--- src/rtl/sc_max7219_chain.sv ---
// Refresh engine for a daisy chain of N_DEV MAX7219 8x8 drivers: init sequence, snapshot refresh, intensity updates.
// Optional build macro SC_MAX7219CHAIN_TRANSPOSE_EN column-transposes digit data for 90-degree rotated matrices.
module sc_max7219_chain #(
    parameter int         N_DEV      = 1,
    parameter int         CLK_DIV    = 4,
    parameter logic [2:0] SCAN_LIMIT = 3'd7
) (
    input  logic                 SC_MAX7219CHAIN_CLOCK_50,
    input  logic                 SC_MAX7219CHAIN_RESET_InHigh,
    input  logic [64*N_DEV-1:0]  SC_MAX7219CHAIN_frame_InBUS,
    input  logic [3:0]           SC_MAX7219CHAIN_intensity_InBUS,
    output logic                 SC_MAX7219CHAIN_din_Out,
    output logic                 SC_MAX7219CHAIN_ncs_Out,
    output logic                 SC_MAX7219CHAIN_clk_Out,
    output logic                 SC_MAX7219CHAIN_initDone_Out,
    output logic                 SC_MAX7219CHAIN_frameDone_Out
);

    localparam int SW = 16 * N_DEV;
    localparam int BW = $clog2(SW);
    localparam int DW = (CLK_DIV > 1) ? $clog2(CLK_DIV) : 1;
    localparam logic [DW-1:0] DIV_LAST = DW'(CLK_DIV - 1);
    localparam logic [BW-1:0] BIT_LAST = BW'(SW - 1);

    typedef enum logic [1:0] {ST_INIT, ST_REFRESH, ST_INTEN} state_t;
    typedef enum logic [1:0] {PH_GAP, PH_LOW, PH_HIGH} phase_t;

    state_t               state;
    phase_t               phase;
    logic [DW-1:0]        div_cnt;
    logic [BW-1:0]        bit_cnt;
    logic [2:0]           step;
    logic [SW-1:0]        shreg;
    logic [64*N_DEV-1:0]  snapshot;
    logic [3:0]           last_int;
    logic                 din;
    logic                 ncs;
    logic                 sclk;
    logic                 init_done;
    logic                 frame_done;

    logic [7:0]           addr;
    logic [7:0]           data_com;
    logic                 per_dev;
    logic [64*N_DEV-1:0]  src;
    logic [SW-1:0]        load;

    // Digit byte for one device: row r as-is, or column 7-r gathered top-to-bottom when transposed.
    function automatic logic [7:0] digit_data(input logic [63:0] dev, input logic [2:0] row);
        logic [7:0] res;
`ifdef SC_MAX7219CHAIN_TRANSPOSE_EN
        logic [2:0] c;
        int         idx;
        c = 3'd7 - row;
        for (int j = 0; j < 8; j++) begin
            idx        = 8 * j + int'(c);
            res[7 - j] = dev[idx];
        end
`else
        res = dev[8 * row +: 8];
`endif
        return res;
    endfunction

    // Word selection for the next transaction; digit 1 reads the live bus because the snapshot loads on that same edge.
    always_comb begin
        addr     = 8'h00;
        data_com = 8'h00;
        per_dev  = 1'b0;
        case (state)
            ST_INIT: begin
                case (step)
                    3'd0:    begin addr = 8'h0C; data_com = 8'h01; end
                    3'd1:    begin addr = 8'h0F; data_com = 8'h00; end
                    3'd2:    begin addr = 8'h09; data_com = 8'h00; end
                    3'd3:    begin addr = 8'h0B; data_com = {5'd0, SCAN_LIMIT}; end
                    3'd4:    begin addr = 8'h0A; data_com = {4'h0, SC_MAX7219CHAIN_intensity_InBUS}; end
                    default: begin addr = 8'h0C; data_com = 8'h01; end
                endcase
            end
            ST_REFRESH: begin
                addr    = {5'd0, step} + 8'd1;
                per_dev = 1'b1;
            end
            ST_INTEN: begin
                addr     = 8'h0A;
                data_com = {4'h0, last_int};
            end
            default: begin
                addr     = 8'h0C;
                data_com = 8'h01;
            end
        endcase
        if (state == ST_REFRESH && step == 3'd0) begin
            src = SC_MAX7219CHAIN_frame_InBUS;
        end else begin
            src = snapshot;
        end
        load = '0;
        for (int d = 0; d < N_DEV; d++) begin
            if (per_dev) begin
                load[16 * d +: 16] = {addr, digit_data(src[64 * d +: 64], step)};
            end else begin
                load[16 * d +: 16] = {addr, data_com};
            end
        end
    end

    // Serial shifter, bit timing and init/refresh/intensity sequencing.
    always_ff @(posedge SC_MAX7219CHAIN_CLOCK_50 or posedge SC_MAX7219CHAIN_RESET_InHigh) begin
        if (SC_MAX7219CHAIN_RESET_InHigh) begin
            state      <= ST_INIT;
            phase      <= PH_GAP;
            div_cnt    <= DIV_LAST;
            bit_cnt    <= '0;
            step       <= 3'd0;
            shreg      <= '0;
            snapshot   <= '0;
            last_int   <= 4'h0;
            din        <= 1'b0;
            ncs        <= 1'b1;
            sclk       <= 1'b0;
            init_done  <= 1'b0;
            frame_done <= 1'b0;
        end else begin
            frame_done <= 1'b0;
            case (phase)
                PH_GAP: begin
                    if (div_cnt == DIV_LAST) begin
                        shreg   <= load;
                        din     <= load[SW-1];
                        ncs     <= 1'b0;
                        sclk    <= 1'b0;
                        div_cnt <= '0;
                        bit_cnt <= '0;
                        phase   <= PH_LOW;
                        if (state == ST_REFRESH && step == 3'd0) begin
                            snapshot <= SC_MAX7219CHAIN_frame_InBUS;
                        end
                        if (state == ST_INIT && step == 3'd4) begin
                            last_int <= SC_MAX7219CHAIN_intensity_InBUS;
                        end
                    end else begin
                        div_cnt <= div_cnt + DW'(1);
                    end
                end
                PH_LOW: begin
                    if (div_cnt == DIV_LAST) begin
                        sclk    <= 1'b1;
                        div_cnt <= '0;
                        phase   <= PH_HIGH;
                    end else begin
                        div_cnt <= div_cnt + DW'(1);
                    end
                end
                PH_HIGH: begin
                    if (div_cnt == DIV_LAST) begin
                        sclk    <= 1'b0;
                        div_cnt <= '0;
                        if (bit_cnt == BIT_LAST) begin
                            ncs   <= 1'b1;
                            din   <= 1'b0;
                            phase <= PH_GAP;
                            case (state)
                                ST_INIT: begin
                                    if (step == 3'd4) begin
                                        state     <= ST_REFRESH;
                                        step      <= 3'd0;
                                        init_done <= 1'b1;
                                    end else begin
                                        step <= step + 3'd1;
                                    end
                                end
                                ST_REFRESH: begin
                                    if (step == 3'd7) begin
                                        frame_done <= 1'b1;
                                        step       <= 3'd0;
                                        if (SC_MAX7219CHAIN_intensity_InBUS != last_int) begin
                                            last_int <= SC_MAX7219CHAIN_intensity_InBUS;
                                            state    <= ST_INTEN;
                                        end else begin
                                            state <= ST_REFRESH;
                                        end
                                    end else begin
                                        step <= step + 3'd1;
                                    end
                                end
                                ST_INTEN: begin
                                    state <= ST_REFRESH;
                                    step  <= 3'd0;
                                end
                                default: begin
                                    state <= ST_INIT;
                                    step  <= 3'd0;
                                end
                            endcase
                        end else begin
                            shreg   <= {shreg[SW-2:0], 1'b0};
                            din     <= shreg[SW-2];
                            bit_cnt <= bit_cnt + BW'(1);
                            phase   <= PH_LOW;
                        end
                    end else begin
                        div_cnt <= div_cnt + DW'(1);
                    end
                end
                default: begin
                    phase   <= PH_GAP;
                    div_cnt <= DIV_LAST;
                end
            endcase
        end
    end

    assign SC_MAX7219CHAIN_din_Out       = din;
    assign SC_MAX7219CHAIN_ncs_Out       = ncs;
    assign SC_MAX7219CHAIN_clk_Out       = sclk;
    assign SC_MAX7219CHAIN_initDone_Out  = init_done;
    assign SC_MAX7219CHAIN_frameDone_Out = frame_done;

endmodule

--- config.mk ---
export PLATFORM = sky130hd
export DESIGN_NAME = sc_max7219_chain
export DESIGN_NICKNAME = d
export VERILOG_FILES = /design/src/rtl/sc_max7219_chain.sv
export SDC_FILE = /design/constraint.sdc
export NUM_CORES = 1
export LEC_CHECK = 0
export ABC_CLOCK_PERIOD_IN_PS = 3150
export BUFFER_PORTS_ARGS = -buffer_cell sky130_fd_sc_hd__buf_4
export CAP_MARGIN = 0
export CORE_UTILIZATION = 54
export CTS_BUF_LIST = sky130_fd_sc_hd__clkbuf_8
export CTS_CLUSTER_SIZE = 30
export DETAILED_ROUTE_END_ITERATION = 8
export PLACE_DENSITY = 0.79
export SLEW_MARGIN = 20
export SYNTH_ARGS = -nofsm -noshare
export SYNTH_HDL_FRONTEND = slang
export SYNTH_SLANG_ARGS = --single-unit
--- constraint.sdc ---
create_clock -name SC_MAX7219CHAIN_CLOCK_50 -period 3.15 [get_ports SC_MAX7219CHAIN_CLOCK_50]
set_clock_uncertainty 0.2 [all_clocks]
set_input_delay 0.63 -clock SC_MAX7219CHAIN_CLOCK_50 [delete_from_list [all_inputs] [get_ports SC_MAX7219CHAIN_CLOCK_50]]
set_output_delay 0.63 -clock SC_MAX7219CHAIN_CLOCK_50 [all_outputs]
set_load 0.05 [all_outputs]
==> flow_summary.json, run 1 <==
{
  "status": "finished, final reports clean",
  "grt_pass1_vias": 3975,
  "ys_seq_elements": 101,
  "crit_fanout": 64,
  "grt_pass1_wl_um": 19540,
  "synth_common_cells": "dfrtp_1 (98), mux2_2 (69), nand2_1 (49)",
  "comb_power_share_pct": 7.6,
  "setup_viol": 0,
  "yosysSeqAreaShare_pct": 48.79,
  "fin_setup_tns_ns": 0,
  "fin_util_pct": 65.55,
  "cp_cell_sequence": "ha_1 -> nor3b_1 -> nand2_2 -> buf_4 -> mux2_1",
  "slowest_stage": "nor3b_1",
  "worst_path_dominant_cell_family": "simple AND/OR/NAND/NOR gates",
  "synthCells": 475,
  "hp-class": "in -> async",
  "yosysTopAreaCell": "dfrtp_1",
  "area_delta_synth_final_pct": 17.32,
  "rsz0062_at_grt": "no",
  "seqPwrFrac_pct": 57.9,
  "clock_path_buffers": 2,
  "layout-drive-gt1-share_pct": 34.55,
  "ir_drop_v": 0.0003152,
  "synth_warnings": 0,
  "cts_tree": "built",
  "die_w_um": 100.0,
  "drt_iter0_markers": 347,
  "cts-root-buf": "clkbuf_8",
  "post_cts_buffers": 0,
  "maxSlewViolCount": 0,
  "h-tree-depth": 3,
  "yosysTopAreaCellShare_pct": 47.27,
  "nNetsFinal": 621,
  "tightest_slew_ns": 0.9787,
  "overflow": 0,
  "period_needed_ns": 2.718,
  "yosysMostFrequentCell": "dfrtp_1",
  "io_pins": 75,
  "cp_data_arrival_time_ns": 2.78,
  "syn_area_per_cell_um2": 10.92,
  "nFillCells": 708,
  "post_drt_wl_per_cell_um": 17.80,
  "core-area_um2": 9284,
  "io_buffer_count": 74,
  "cts_buffers": 9,
  "die_h_um": 100.0,
  "synth-edff-count": 0,
  "synth_nets": 554,
  "crit_buf_inv": 1,
  "critPathMaxStageDelay_ns": 0.61,
  "switching_share_pct": 24.79,
  "multi_input_area_um2": 2487,
  "fin_crit_sh_pct": 86.28,
  "viasPerCell": 5.972,
  "ant_nets": 0,
  "relSlewSlack_pct": 34.31,
  "cellPowerDensity_nw_per_um2": 385.9,
  "die_area_um2": 10000,
  "maxCapViolations": 0,
  "critPathKind": "reg -> reg",
  "num_antenna_cells": 0,
  "synth_flop_cell": "dfrtp_1",
  "p_clk_share_pct": 34.5,
  "hpwl_um": 8620,
  "worstSetupStartpointType": "flip-flop",
  "synth.distinct_cells": 49,
  "regArea_um2": 2531,
  "drtPass1Iterations": 5,
  "cp.required_ns": 3.21,
  "finalHoldViolations": 0,
  "antenna_found_initial": 0,
  "post_cts_resized": 0,
  "clk_pin_slew_ns": 0.10,
  "synthTopCellsByArea": "dfrtp_1 (47%), mux2_2 (15%), nand2_1 (3.5%)",
  "crit_path_end_kind": "flip-flop",
  "rows": 35,
  "cts.sinks": 101,
  "switching_power_mw": 0.5823,
  "leakage_nw": 2.625,
  "vias": 4037,
  "grt_max_degree": 65,
  "intPower_mw": 1.766,
  "grt_use_total_pct": 25.42,
  "insertion_delay_ns": 0.37,
  "drc": 0,
  "gp_congestion": 0.8597,
  "async_reset_ff_share_pct": 100.0,
  "start_util_pct": 55.88,
  "syn_area_um2": 5187,
  "totalWireLength_um": 12040,
  "hold_buffers": 0,
  "fmax_mhz": 368.0
}
## placed cells by master (no fill, tap or decap), drive strengths merged, types with 2 or more instances in the layout
master	instances
nand4	8
o21ai	16
a221oi	4
mux4	4
o211ai	5
buf	90
dfstp	3
o221ai	5
a31oi	6
clkinv	2
clkinvlp	2
a311oi	2
nor2b	4
o31ai	2
a22o	7
dfrtp	98
or2	2
nor2	27
mux2i	12
nor3	6
o2111ai	2
mux2	74
o22ai	14
a32oi	4
xnor2	5
and3	4
ha	9
nand2b	11
inv	8
clkbuf	10
a21oi	19
nand2	49
nand3	20
## layout make-up
cell class                 count  area share [%]
sequential                   101           41.59
multi-input combinational    334           40.87
timing repair buffer          90           11.31
tap                          129           2.652
clock buffer                  10           2.262
clock inverter                 6          0.8840
inverter                       6          0.4317
## routing by layer
metal | share of wire [%] | GRT usage, % | vias up
li1 | - | - | 1864
met1 | 43 | 33.33 | 1994
met2 | 49 | 42.33 | 152
met3 | 4.9 | 4.387 | 27
met4 | 2.7 | 10.14 | 0
met5 | 0 | 0 | -
## through the flow
stage / cell area, um^2 / cells / hold slack (ns) / total power [mW] / worst slack, ns
finish: 6086 / 676 / 0.2606 / 2.349 / 0.4323
global route: 6086 / 676 / 0.2706 / 2.420 / 0.2798
CTS: 6086 / 676 / 0.2583 / 2.355 / 0.4401
detailed placement: 5894 / 660 / 0.2605 / 1.566 / 0.4600
global placement: 5894 / 660 / 0.2532 / 1.556 / 0.5119
floorplan: 5191 / 475 / 0.2402 / 1.458 / 0.2117
## worst paths after layout
path	start	end	slack (ns)	cells past startpoint
worst max register to register	div_cnt[0]	snapshot[50]	0.43	5
worst min register to register	SC_MAX7219CHAIN_initDone_Out	SC_MAX7219CHAIN_initDone_Out	0.28	2
worst max-delay path	div_cnt[0]	snapshot[50]	0.43	5
max in group asynchronous	SC_MAX7219CHAIN_RESET_InHigh	div_cnt[0]	1.77	3
worst min-delay path	SC_MAX7219CHAIN_RESET_InHigh	phase[0]	0.26	2
min in group SC_MAX7219CHAIN_CLOCK_50	SC_MAX7219CHAIN_frame_InBUS[49]	snapshot[49]	0.26	2
## power by group through the flow
stage	sequential (mW)	clock, mW	combinational [mW]
2_1_floorplan	1.38	0	0.0810
3_3_place_gp	1.38	0	0.175
3_5_place_dp	1.38	0	0.182
4_1_cts	1.36	0.814	0.182
5_1_grt	1.36	0.859	0.198
6_report	1.36	0.809	0.180
## logic make-up (layout without fill, tap and decap cells)
kind of cell    count (synthesis)  count (layout)  share of synthesized area [%]
flops                         101             101                          48.79
simple gates                  137             137                          12.52
xor+xnor                        6               6                          1.013
buf+inv                        40             112                          3.304
mux                            90              90                          20.19
fa+ha+maj                       9               9                          2.171
compound gates                 92              92                          12.01
## registers in the layout, indices dropped and copies added, names as in the netlist
name / cells
phase: 2
state: 2
last_int: 4
div_cnt: 2
SC_MAX7219CHAIN_ncs_Out: 1
SC_MAX7219CHAIN_clk_Out: 1
snapshot: 64
SC_MAX7219CHAIN_din_Out: 1
SC_MAX7219CHAIN_frameDone_Out: 1
bit_cnt: 4
shreg: 15
step: 3
SC_MAX7219CHAIN_initDone_Out: 1
No activity file was read; power rests on OpenSTA's default activity.
==> run 2: changes to the inputs <==
- CORE_UTILIZATION: 54 -> 53
- PLACE_DENSITY: 0.79 -> 0.78
==> flow_summary.json, run 2 (synthesis gave the netlist of run 1 again) <==
{
  "hpwl_um": 8747,
  "cts_buffers": 9,
  "grt_use_total_pct": 25.93,
  "ant_nets": 0,
  "multi_input_area_um2": 2487,
  "antenna_found_initial": 0,
  "setup_slack_ns": 0.5184,
  "fin_setup_tns_ns": 0,
  "reg_top3": "snapshot x64, shreg x15",
  "cp.required_ns": 3.21,
  "io_buffer_count": 74,
  "fmax_mhz": 380.0,
  "finalPower_mw": 2.369,
  "grt_max_degree": 65,
  "fin_crit_sh_pct": 83.54,
  "die_h_um": 100.9,
  "switching_power_mw": 0.5548,
  "totalWireLength_um": 12130,
  "insertion_delay_ns": 0.37,
  "p_clk_share_pct": 35.0,
  "post_cts_resized": 0,
  "clk_pin_slew_ns": 0.10,
  "cp_cell_sequence": "inv_1 -> ha_1 -> and4bb_1 -> buf_4 -> mux2i_1 -> a32oi_1 -> and3_1 -> a221o_1",
  "fin_util_pct": 65.07,
  "cp_data_arrival_time_ns": 2.69,
  "relSlewSlack_pct": 43.95,
  "post_drt_wl_per_cell_um": 17.97,
  "viasPerCell": 5.963,
  "nFillCells": 789,
  "start_util_pct": 55.35,
  "hp-class": "in -> async",
  "cts_tree": "built",
  "rsz0062_at_grt": "no",
  "pre_cts_ws_ns": 0.5409,
  "slowest_stage": "and4bb_1",
  "switching_share_pct": 23.42,
  "final_cell_mix": "dfrtp_1 (98), buf_4 (87), mux2_2 (69)",
  "gp_congestion": 0.8628,
  "crit_fanout": 22,
  "top_register": "snapshot",
  "clock_path_buffers": 2,
  "cts-root-buf": "clkbuf_8",
  "grt_pass1_wl_um": 20180,
  "leakage_nw": 2.626,
  "worstSetupStartpointType": "flip-flop",
  "tightest_slew_ns": 0.8351,
  "setup_viol": 0,
  "mostFrequentLayoutCell": "dfrtp_1",
  "io_pins": 75,
  "die_w_um": 100.9,
  "grt_pass1_vias": 4035,
  "worst_path_dominant_cell_family": "simple AND/OR/NAND/NOR gates",
  "nNetsFinal": 620,
  "seqPwrFrac_pct": 57.4,
  "cellPowerDensity_nw_per_um2": 388.4,
  "hold_ws_ns": 0.1564,
  "maxCapViolations": 0,
  "drt_iter0_markers": 228,
  "drtPass1Iterations": 4,
  "layout-drive-gt1-share_pct": 34.25,
  "finalHoldViolations": 0,
  "hold_buffers": 0,
  "period_needed_ns": 2.632,
  "intPower_mw": 1.814,
  "area_delta_synth_final_pct": 17.56,
  "cts.sinks": 101,
  "post_cts_buffers": 0,
  "num_antenna_cells": 0,
  "overflow": 0,
  "critPathMaxStageDelay_ns": 0.44,
  "ir_drop_v": 0.0002517,
  "largest_reg_flops": 64,
  "core-area_um2": 9371,
  "status": "finished, final reports clean",
  "vias": 4025,
  "die_area_um2": 10190,
  "h-tree-depth": 3,
  "comb_power_share_pct": 7.6,
  "rows": 35,
  "drc": 0,
  "crit_buf_inv": 2,
  "crit_path_end_kind": "flip-flop",
  "regArea_um2": 2531,
  "critPathKind": "reg -> reg",
  "maxSlewViolCount": 0
}
## run 2: cell types whose count changed in the layout (fill, tap and decap cells not counted), sizes merged
cell / previous run / this run
buf: 90 / 89
bufinv: 0 / 1
clkbuf: 10 / 9
clkinvlp: 2 / 3
inv: 8 / 7
## run 2: final timing paths
kind | cells past startpoint | slack, ns | to | startpoint
setup / recovery | 8 | 0.52 | shreg[7] | step[0]
hold / removal | 2 | 0.16 | last_int[1] | SC_MAX7219CHAIN_RESET_InHigh
setup reg to reg | 8 | 0.52 | shreg[7] | step[0]
hold reg to reg | 2 | 0.28 | SC_MAX7219CHAIN_initDone_Out | SC_MAX7219CHAIN_initDone_Out
max in group asynchronous | 3 | 1.98 | shreg[3] | SC_MAX7219CHAIN_RESET_InHigh
min in group SC_MAX7219CHAIN_CLOCK_50 | 2 | 0.26 | snapshot[50] | SC_MAX7219CHAIN_frame_InBUS[50]
## run 2: area by class of cell
type,count,share of cell area (%)
Multi-Input combinational cell,334,40.79
Clock inverter,7,1.231
Sequential cell,101,41.51
Tap cell,129,2.647
Inverter,6,0.4309
Clock buffer,9,2.031
Timing Repair Buffer,89,11.37
## run 2: power groups by stage
stage	Clock, mW	Sequential, mW	Combinational (mW)
after detailed placement	0	1.38	0.183
after global placement	0	1.38	0.175
after floorplan	0	1.38	0.0810
final	0.830	1.36	0.179
after global routing	0.903	1.36	0.198
after CTS	0.842	1.36	0.183
## run 2: per-stage QoR
| step | cells | cell area [um^2] |
|---|---|---|
| detailed placement | 659 | 5899 |
| finish | 675 | 6098 |
| floorplan | 475 | 5191 |
| global placement | 659 | 5899 |
| CTS | 675 | 6098 |
| global route | 675 | 6098 |
## run 2: routing by layer
metal / wire length, um / vias up / GRT usage [%] / share of wire [%]
met5: 0 / - / 0 / 0
met4: 282 / 0 / 9.365 / 2.3
met3: 636 / 31 / 5.201 / 5.2
met2: 5873 / 124 / 41.10 / 48
met1: 5338 / 1995 / 35.60 / 44
li1: - / 1875 / - / -
==> run 3: changes to the inputs <==
- ABC_AREA: not set -> 1
- ABC_CLOCK_PERIOD_IN_PS: 3150 -> 2600
- PLACE_DENSITY: 0.78 -> 0.74
- clock period: 3.15 -> 2.6 ns (I/O delays scaled with it)
==> flow_summary.json, run 3 <==
{
  "die_w_um": 106.4,
  "synth-compound-area-share_pct": 12.86,
  "finalNonFillerCells": 959,
  "cellPowerDensity_nw_per_um2": 425.5,
  "async_reset_ff_share_pct": 100.0,
  "crit_fanout": 32,
  "worstSetupStartpointType": "flip-flop",
  "cts_tree": "built",
  "rows": 37,
  "cp.required_ns": 2.67,
  "switching_power_mw": 0.6169,
  "setup_viol": 0,
  "finalHoldViolations": 0,
  "synth_nets": 844,
  "synthSimpleGateAreaFrac_pct": 31.08,
  "rsz0062_at_grt": "no",
  "critPathKind": "reg -> reg",
  "synth-edff-count": 0,
  "grt_max_degree": 102,
  "cts_buffers": 9,
  "drtPass1Iterations": 5,
  "vias": 5491,
  "antenna_found_initial": 0,
  "hpwl_um": 9689,
  "maxCapViolations": 0,
  "synthXorXnorAreaFrac_pct": 0.7576,
  "ys_seq_elements": 101,
  "die_h_um": 106.4,
  "nNetsFinal": 897,
  "drc": 0,
  "grt_pass1_vias": 5100,
  "clk_pin_slew_ns": 0.10,
  "fin_crit_sh_pct": 94.37,
  "synth_top_family_by_area": "simple AND/OR/NAND/NOR gates",
  "worst_path_dominant_cell_family": "simple AND/OR/NAND/NOR gates",
  "leakage_nw": 3.203,
  "io_pins": 75,
  "syn_area_per_cell_um2": 7.556,
  "synth_flop_cell": "dfrtp_1",
  "die_area_um2": 11330,
  "yosysSeqAreaShare_pct": 43.79,
  "fmax_mhz": 407.5,
  "cp_cell_sequence": "clkinv_1 -> ha_1 -> inv_1 -> nor2_4 -> nand2_4 -> buf_12 -> nand2_1 -> nand3_1 -> nand2_1 -> o21ai_0 -> nor2_1 -> o21ai_1 -> nand2_1",
  "top_register": "snapshot",
  "synthAdderAreaFrac_pct": 1.948,
  "hp-class": "in -> async",
  "area_delta_synth_final_pct": 15.02,
  "ant_nets": 0,
  "critPathMaxStageDelay_ns": 0.36,
  "dp.cells": 943,
  "yosysTopAreaCell": "dfrtp_1",
  "grt_pass1_wl_um": 24240,
  "start_util_pct": 55.25,
  "period_needed_ns": 2.454,
  "synthCells": 765,
  "core-area_um2": 10460,
  "final_cell_mix": "nand2_1 (153), nand3_1 (149), dfrtp_1 (98)",
  "fin_setup_tns_ns": 0,
  "largest_reg_flops": 64,
  "mostFrequentLayoutCell": "nand2_1",
  "insertion_delay_ns": 0.37,
  "synthTopCellsByArea": "dfrtp_1 (42%), nand3_1 (13%), nand2_1 (9.9%)",
  "syn_area_um2": 5781,
  "synth_warnings": 0,
  "ir_drop_v": 0.0003275,
  "grt_use_total_pct": 27.26,
  "r2r-end": "shreg[3]",
  "viasPerCell": 5.726,
  "yosysTopAreaCellShare_pct": 42.42,
  "layout-drive-gt1-share_pct": 14.46,
  "cp_data_arrival_time_ns": 2.53,
  "hold_buffers": 0,
  "tightest_slew_ns": 0.5496,
  "synth.distinct_cells": 34,
  "synth_common_cells": "nand2_1 (153), nand3_1 (149), dfrtp_1 (98)",
  "crit_path_end_kind": "flip-flop",
  "synthMuxAreaShare_pct": 0.1732,
  "cpMostUsedCell": "nand2_1",
  "maxSlewViolCount": 0,
  "post_cts_buffers": 0,
  "reg_top3": "snapshot x64, shreg x15",
  "io_buffer_count": 74,
  "comb_power_share_pct": 4.5,
  "r2r_cells": 13,
  "slowest_stage": "dfrtp_1",
  "regToRegSetupSlack_ns": 0.15,
  "crit_buf_inv": 3,
  "relSlewSlack_pct": 63.36,
  "h-tree-depth": 3,
  "status": "finished, final reports clean",
  "intPower_mw": 2.212,
  "switching_share_pct": 21.80,
  "cts.sinks": 101,
  "p_clk_share_pct": 40.0,
  "totalWireLength_um": 14650,
  "overflow": 0,
  "yosysMostFrequentCell": "nand2_1",
  "r2r-start": "step[0]",
  "num_antenna_cells": 0,
  "drt_iter0_markers": 483,
  "clock_path_buffers": 2,
  "gp_congestion": 0.9058,
  "cts-root-buf": "clkbuf_8",
  "seqPwrFrac_pct": 55.5,
  "post_drt_wl_per_cell_um": 15.28,
  "post_cts_resized": 0
}
==> run 3: cell count changes after synthesis, sizes merged, moves of 20 or more <==
cell	change
mux2	-74
nand3b	+22
a31oi	+20
o21ai	+63
nand2	+105
nand3	+129
nor2	+32
inv	+68
==> run 3: power groups by stage <==
stage / sequential [mW] / clock, mW / combinational, mW
finish: 1.57 / 1.13 / 0.129
global route: 1.57 / 1.21 / 0.142
CTS: 1.57 / 1.15 / 0.132
detailed placement: 1.60 / 0 / 0.131
global placement: 1.60 / 0 / 0.130
floorplan: 1.60 / 0 / 0.0328
==> run 3: layer usage <==
metal,wire length (um),part of all wire (%),vias to the layer above,global-route usage (%)
li1,-,-,2675,-
met1,6703,46,2586,38.03
met2,6789,46,207,43.69
met3,867,5.9,23,3.250
met4,293,2.0,0,10.18
met5,0,0,-,0
==> run 3: area by class of cell <==
cell class	instances	area, um^2
clock buffer	10	137.6
clock inverter	6	86.33
fill	907	3814
inverter	75	285.3
multi-input combinational	541	2709
sequential	101	2531
tap	136	170.2
timing repair buffer	90	729.5
==> run 3: worst max-delay path by stage <==
stage | start | endpoint | slack, ns | cells past startpoint
3_3_place_gp | step[0] | shreg[3] | 0.23 | 13
5_1_grt | step[0] | shreg[3] | 0.001 | 13
6_report | step[0] | shreg[3] | 0.15 | 13
4_1_cts | phase[1] | state[1] | 0.11 | 9
3_5_place_dp | phase[1] | state[1] | 0.12 | 9
2_1_floorplan | step[0] | shreg[5] | 0.16 | 15
==> run 3: worst min-delay path, stage by stage <==
cell	delay, ns
buf_4	0.12
clkinvlp_4	0.07
buf_12	0.41
==> run 3: logic make-up (layout without fill, tap and decap cells) <==
group / count (synthesis) / count (layout)
muxes: 1 / 1
xor gates and xnor gates: 5 / 5
DFF: 101 / 101
AOI/OAI and AO/OA: 135 / 135
buffers and inverters: 123 / 181
and+or+nand+nor: 391 / 391
adders and majority gates: 9 / 9
==> run 3: metrics by stage <==
step	worst slack, ns	total power [mW]	hold slack (ns)	utilization [%]	area, um^2
after global routing	0.001415	2.919	0.1222	63.55	6649
final	0.1463	2.829	0.08223	63.55	6649
after detailed placement	0.1194	1.731	0.2509	61.35	6419
after CTS	0.1129	2.851	0.1199	63.49	6643
after global placement	0.2333	1.731	0.2446	61.35	6419
after floorplan	0.1616	1.634	0.2329	-	5784
